**config.mk**
```make
export PLATFORM = sky130hd
export DESIGN_NAME = pipe_wb_buf
export DESIGN_NICKNAME = d
export VERILOG_FILES = /design/src/rtl/pipe_wb_buf.sv
export SDC_FILE = /design/constraint.sdc
export NUM_CORES = 1
export LEC_CHECK = 0
export BUFFER_PORTS_ARGS = -buffer_cell sky130_fd_sc_hd__buf_2
export CAP_MARGIN = 30
export CORE_ASPECT_RATIO = 0.8
export CORE_UTILIZATION = 45
export CTS_CLUSTER_DIAMETER = 40
export DETAILED_ROUTE_END_ITERATION = 8
export GPL_TIMING_DRIVEN = 0
export PLACE_DENSITY_LB_ADDON = 0.25
export SETUP_SLACK_MARGIN = 0.5
export SYNTH_ARGS = -nofsm -noshare
export SYNTH_HDL_FRONTEND = slang
export SYNTH_SLANG_ARGS = --single-unit
```
**constraint.sdc**
```tcl
create_clock -name clk -period 2.8 [get_ports clk]
set_input_delay 0.28 -clock clk [delete_from_list [all_inputs] [get_ports clk]]
set_output_delay 0.28 -clock clk [all_outputs]
set_load 0.05 [all_outputs]
```
**src/rtl/pipe_wb_buf.sv**
```systemverilog
// MEM->WB write-back record buffer: DEPTH-entry FIFO with level/pulse-ack handshakes on both sides.
// Optional PIPE_WB_BUF_BYPASS_EN lets a record go straight to the WB outputs when the buffer is empty.
module pipe_wb_buf #(
    parameter int DEPTH = 4,
    parameter int DW    = 32,
    parameter int IW    = 5
) (
    input  logic                     clk,
    input  logic                     rst,
    input  logic                     wr_req,
    input  logic                     wr_wb_e,
    input  logic [DW-1:0]            wr_data,
    input  logic [IW-1:0]            wr_idx,
    output logic                     wr_ack,
    output logic                     buf_avail,
    input  logic                     buf_re,
    output logic                     buf_rack,
    output logic                     wb_e,
    output logic [DW-1:0]            din,
    output logic [IW-1:0]            idxin,
    output logic [$clog2(DEPTH):0]   level
);
    localparam int AW = $clog2(DEPTH);
    localparam int LW = AW + 1;

    typedef struct packed {
        logic          e;
        logic [DW-1:0] data;
        logic [IW-1:0] idx;
    } rec_t;

    rec_t            mem [DEPTH];
    logic [AW-1:0]   wr_ptr;
    logic [AW-1:0]   rd_ptr;
    logic            push_ok;
    logic            pop_ok;
    logic            bypass;
    logic            store;
    rec_t            wr_rec;
    rec_t            rd_rec;

    // The ack-low guard enforces one idle cycle between transfers on each side.
    assign push_ok = wr_req && (level != LW'(DEPTH)) && !wr_ack;
    assign pop_ok  = buf_re && (level != '0) && !buf_rack;

`ifdef PIPE_WB_BUF_BYPASS_EN
    assign bypass  = push_ok && (level == '0) && buf_re && !buf_rack;
`else
    assign bypass  = 1'b0;
`endif

    assign store     = push_ok && !bypass;
    assign buf_avail = (level != '0);
    assign wr_rec    = '{e: wr_wb_e, data: wr_data, idx: wr_idx};
    assign rd_rec    = mem[rd_ptr];

    // Storage carries no reset; only pointers/level decide what is valid.
    always_ff @(posedge clk) begin
        if (store) mem[wr_ptr] <= wr_rec;
    end

    always_ff @(posedge clk or posedge rst) begin
        if (rst) begin
            wr_ptr   <= '0;
            rd_ptr   <= '0;
            level    <= '0;
            wr_ack   <= 1'b0;
            buf_rack <= 1'b0;
            wb_e     <= 1'b0;
            din      <= '0;
            idxin    <= '0;
        end else begin
            wr_ack   <= push_ok;
            buf_rack <= pop_ok || bypass;
            if (store)  wr_ptr <= wr_ptr + AW'(1);
            if (pop_ok) rd_ptr <= rd_ptr + AW'(1);
            case ({store, pop_ok})
                2'b10:   level <= level + LW'(1);
                2'b01:   level <= level - LW'(1);
                default: level <= level;
            endcase
            if (pop_ok) begin
                wb_e  <= rd_rec.e;
                din   <= rd_rec.data;
                idxin <= rd_rec.idx;
            end else if (bypass) begin
                wb_e  <= wr_wb_e;
                din   <= wr_data;
                idxin <= wr_idx;
            end
        end
    end
endmodule

```
**Word-level counts from Yosys, hierarchy flattened**

Memories as Yosys holds them, arrays and structs flattened. A register that Yosys moved wholly into a read port is not among the register bits.
Index checks and enable logic that the tools add are counted.

- Bits in registers: 9
- Memory bits (writable): 152
- Input port bits: 42
- Output and inout port bits: 44
- Word-level logic and storage cells: 24
- Memories kept: 1

Memories:

| memory | depth | width | read ports | clocked after memory_dff | write ports | line | RTL |
|---|---|---|---|---|---|---|---|
| mem | 4 | 38 | 1 | 1 | 1 | 32 | `rec_t mem [DEPTH];` |

- $add $sub $neg: 4
- Equality and inequality tests: 3
- Muxes and demuxes: 3
- Reduce and logical (&&, ||, !) cells: 8

Operators with widths:

| cell | count |
|---|---|
| 3-bit one-hot mux with 2 select lines | 1 |
| 2-bit by 1-bit adder with 2-bit output, second input constant | 2 |
| 1-bit logical AND | 4 |
| 3-bit by 1-bit adder with 3-bit output, second input constant | 1 |
| 3-bit inequality test, second input constant | 1 |
| 3-bit nonzero test | 1 |
| 3-bit by 1-bit subtractor with 3-bit output, second input constant | 1 |
| 2-bit by 1-bit == test with 1-bit output, second input constant | 1 |
| 2-bit == test, second input constant | 1 |
| 1-bit logical NOT | 2 |
| 1-bit 2-to-1 mux | 2 |
| 2-bit nonzero test | 1 |

**Longest topological paths before layout**

- Depth after elaboration: 5
- Mapped depth: 10
- Depth with buffers taken out: 9

**Least setup slack after synthesis**

No wires, ideal clock.

- Path kind: register to register
- Start point: register level[0]
- End point: memory mem[2][0] (netlist bit), enable pin
- Setup time: 0.399 ns
- Arrival: 2.285 ns
- Data required time: 2.401 ns
- Slack: 0.117 ns
- Cell stages (with the launch flop): 4
- Buffers on the path: 0
- Period minus slack after synthesis: 2.683 ns
- Cell sequence: dfrtp_1 -> inv_1 -> a311oi_2 -> and2_1

- Longest elaborated chain between the ends: 5

Ends and longest elaborated chain:

| element | line | RTL |
|---|---|---|
| start, declared | 21 | `output logic [$clog2(DEPTH):0] level` |
| start signal, assigned | 78 | `2'b10: level <= level + LW'(1);` |
| start signal, assigned | 79 | `2'b01: level <= level - LW'(1);` |
| start signal, assigned | 80 | `default: level <= level;` |
| 3-bit inequality test | 43 | `assign push_ok = wr_req && (level != LW'(DEPTH)) && !wr_ack;` |
| 1-bit logical AND (2 in series) | 43 |  |
| named net push_ok | 35 | `logic push_ok;` |
| 1-bit 2-to-1 mux | 59 | `if (store) mem[wr_ptr] <= wr_rec;` |
| 1-bit 2-to-1 mux (implied by the code) | 59 |  |
| end, declared | 32 |  |

The timed path passes the listed nets, and every way through them passes these cells.

**Final worst setup path**

- Start point: register level[2]
- End point: register level[1]

- Longest elaborated chain between the ends: 5
- Elaborated cells between the ends (all ways): 10
- Those cells by class: 3 x eq/ne; 1 x mux; 6 x reduce/logical

Ends and longest elaborated chain:

| element | line | RTL |
|---|---|---|
| 3-bit nonzero test (*) | 44 | `assign pop_ok = buf_re && (level != '0) && !buf_rack;` |
| 1-bit logical AND (*) (2 in series) | 44 |  |
| named net pop_ok | 36 | `logic pop_ok;` |
| 2-bit by 1-bit == test with 1-bit output or 2-bit == test (tied branches) | 77 | `case ({store, pop_ok})` |
| 3-bit one-hot mux with 2 select lines or 2-bit nonzero test (tied branches) | -- |  |

The timed path passes the listed nets; every way through them passes the cells marked *.
A chain may end at the register's enable or synchronous reset.

==> qor.txt <==
Outcome -> completed
Final worst path period need -> 2.21 ns
Clock sinks -> 199
CP startpoint kind -> flip-flop
Slowest CP cell -> dfrtp_2
Final hold violations -> 0
I/O Buffers -> 85
Post-Route WL -> 13,000 um
Crit path from -> level[2]$_DFFE_PP0P_
Worst r2r src -> level[2]$_DFFE_PP0P_
Die width -> 147 um
Data arrival, critical path -> 2.55 ns
Fin Clk Skew -> 0.00586 ns
Clk_lat worst skew -> 0.42 ns
Mean Syn Cell Area -> 23.6 um^2
Critical path class -> flip-flop to flip-flop
GPL Wtd Cong -> 0.689
DP HPWL -> 8100 um
Fin area -> 0.00900 mm^2
Worst Tran Pin Value -> 0.745 ns
Initial antenna violation count -> 0
Max Cap Viol -> 0
CP endpoint kind -> flip-flop
Layout cell share with drive strength beyond 1 -> 49.4%
Max VDD drop -> 605 uV
Gate Count Post-Synth -> 320
Largest net degree at the start of global routing -> 29
Die footprint -> 0.0173 mm^2
Post-Layout Cell Count -> 658
CP Max Fanout -> 11
Synthesized area -> 0.00756 mm^2
Worst path cell trace -> or3_4 -> and3b_1 -> buf_6 -> buf_12 -> ha_4 -> inv_2 -> fa_2 -> mux2i_1
First-pass GRT wire length -> 20,200 um
# rows -> 41
Worst path required time -> 3.14 ns
Worst hold slack -> 0.0657 ns
Distinct cells, synth -> 21
Fmax -> 453 MHz
Worst hold-check path type -> input port to flip-flop
Final setup fails -> 0
Tcrit/Tclk final -> 78.9%
Final Max Slew Viols -> 0
Ant diodes -> 0
Post-Place Worst Slack -> 0.555 ns
Pwr/cell area -> 1180 mW/mm^2
Wire per inst -> 19.7 um
Critical Path Sink -> level[1]$_DFFE_PP0P_
# nets final -> 478
Reg2reg end -> level[1]$_DFFE_PP0P_
Final Worst Setup Slack -> 0.592 ns
Fill count -> 1,269
First DRT Iteration DRCs -> 153
Clock buffer depth -> 2
Placed cell areas -> 0.00838 mm^2
CTS H-Tree Depth -> 4
Relative slew slack -> 50.3%
Sequential share of the synthesized area -> 75.9%
Post-Syn Nets -> 368
CP peak stage delay -> 0.44 ns
Clock transition at path regs -> 0.07 ns
Placeable Area -> 0.0161 mm^2
PostCTS Resize Cnt -> 0
1st-pass router iterations -> 4
Tot GR Track Use -> 16.2%
Total negative slack -> 0 ns
Path depth of the worst reg2reg path -> 8
Placed insts -> 625
Routed vias -> 3,315
Seq cells post-synth -> 199
Remaining antenna violation count after routing -> 0
DRC Markers -> 0
I/O pin total -> 86
Yosys warns -> 0
TritonCTS Buffers -> 17
Die height -> 118 um
Vias/cell -> 5.04
CTS tree -> yes
R2R Setup Slk -> 0.59 ns
GR Overflow Total -> 0
Leak Pwr -> 3.35 nW
Unrepaired setup endpoints after global routing -> false
P&R area growth vs syn -> 19.0%
CTS root buffer -> clkbuf_16
Initial Util -> 46.9%
Vias in the first global route -> 3,598
[cells in the final DEF, fill, tap and decap left out]
cell,instances
edfxtp_1,152
buf_2,90
dfrtp_1,44
mux4_2,38
mux2_4,38
clkbuf_16,17
buf_12,9
clkbuf_1,6
inv_1,6
and2_2,4
xor2_1,4
ha_1,4
bufinv_16,4
clkinvlp_4,3
dfrtp_2,3
inv_2,2
xnor2_1,2
clkinv_2,2
inv_6,2
clkinv_1,2
or3_4,1
and3b_1,1
buf_6,1
a311oi_2,1
and4b_2,1
mux2_2,1
nor2_1,1
mux2i_1,1
fa_2,1
ha_4,1
dlygate4sd3_1,1
[kinds of logic (layout without fill, tap and decap cells)]
| group | after synthesis | after routing | synth area share [%] |
|---|---|---|---|
| AO/OA/AOI/OAI | 1 | 1 | 0.199 |
| XOR/XNOR | 6 | 6 | 0.695 |
| adder cells (fa/ha/maj) | 6 | 6 | 1.09 |
| buffers and inverters | 22 | 145 | 2.13 |
| flip-flops | 199 | 199 | 75.9 |
| multiplexers | 78 | 78 | 19.1 |
| AND/OR/NAND/NOR | 8 | 8 | 0.794 |
[cells in the mapped netlist]
library cell / number / area [um^2]
and4b_2: 1 / 11.3
and3b_1: 1 / 8.76
a311oi_2: 1 / 15.0
xor2_1: 4 / 35.0
edfxtp_1: 152 / 4560
buf_12: 4 / 80.1
buf_6: 1 / 11.3
mux2i_1: 1 / 10.0
fa_1: 1 / 20.0
inv_1: 8 / 30.0
nor2_1: 1 / 3.75
mux2_2: 1 / 11.3
and2_1: 4 / 25.0
clkbuf_1: 4 / 15.0
buf_2: 5 / 25.0
dfrtp_1: 47 / 1180
xnor2_1: 2 / 17.5
mux4_2: 38 / 856
ha_1: 5 / 62.6
or3_4: 1 / 11.3
mux2_4: 38 / 571
[sequential cells by signal, indices dropped and copies added, names as in the netlist]
signal and cells:
wb_e 1, rd_ptr 2, buf_rack 1, wr_ack 1
din 32, mem 152, wr_ptr 2, idxin 5
level 3
[cell type report]
class / instances / area [um^2] / area share (%)
flip-flops and latches: 199 / 5740 / 63.8
multi-input cells: 99 / 1680 / 18.6
repair buffers: 91 / 536 / 5.95
clock buffers: 19 / 433 / 4.81
well taps: 215 / 269 / 2.99
clock inverters: 13 / 178 / 1.97
plain buffers: 14 / 131 / 1.46
inverters: 8 / 30.0 / 0.334
[through the flow]
step / util (%) / total power [mW]
floorplan: - / 7.30
global placement: 51.4 / 8.12
detailed placement: 52.0 / 8.28
CTS: 55.9 / 10.8
global route: 55.9 / 11.1
finish: 55.9 / 10.6
[worst min path at each step]
stage                     slack (ns)  cells after the start                    to            startpoint
after detailed placement        0.39                      2   din[27]$_DFFE_PP0P_                   rst
after global placement          0.49                      1  level[0]$_DFFE_PP0P_  level[0]$_DFFE_PP0P_
after global routing            0.05                      1   mem[2][6]$_DFFE_PP_            wr_data[1]
after CTS                       0.05                      1   mem[1][6]$_DFFE_PP_            wr_data[1]
final                           0.07                      1   mem[1][6]$_DFFE_PP_            wr_data[1]
after floorplan                 0.38                      0   mem[0][0]$_DFFE_PP_             wr_idx[0]
[metal layers]
metal,wire (um),track usage (%),vias to the layer above,part of all wire (%)
met3,747,5.00,10,5.8
li1,-,-,1497,-
met1,5470,20.1,1729,42
met2,6600,27.0,79,51
met4,140,5.61,0,1.1
met5,0,0,-,0
[worst max-delay path, delay by kind of cell, from the launching register on]
kind	cells	cell delay [ns]
buffers and inverters	3	0.35
multiplexers	1	0.14
AND/OR/NAND/NOR	2	0.60
adder cells (fa/ha/maj)	2	0.59
flip-flops	1	0.44
[power by group]
part,internal [mW],switching (mW)
sequential,3.94,0.293
clock,1.49,1.02
combinational,1.61,2.30
[what timing repair did]
item                                   in CTS  in global routing
buffers inserted                            0                  0
hold buffers                                1                  0
endpoints found under the hold margin      24                  0
Note: power is estimated with default switching activity, not from simulation.
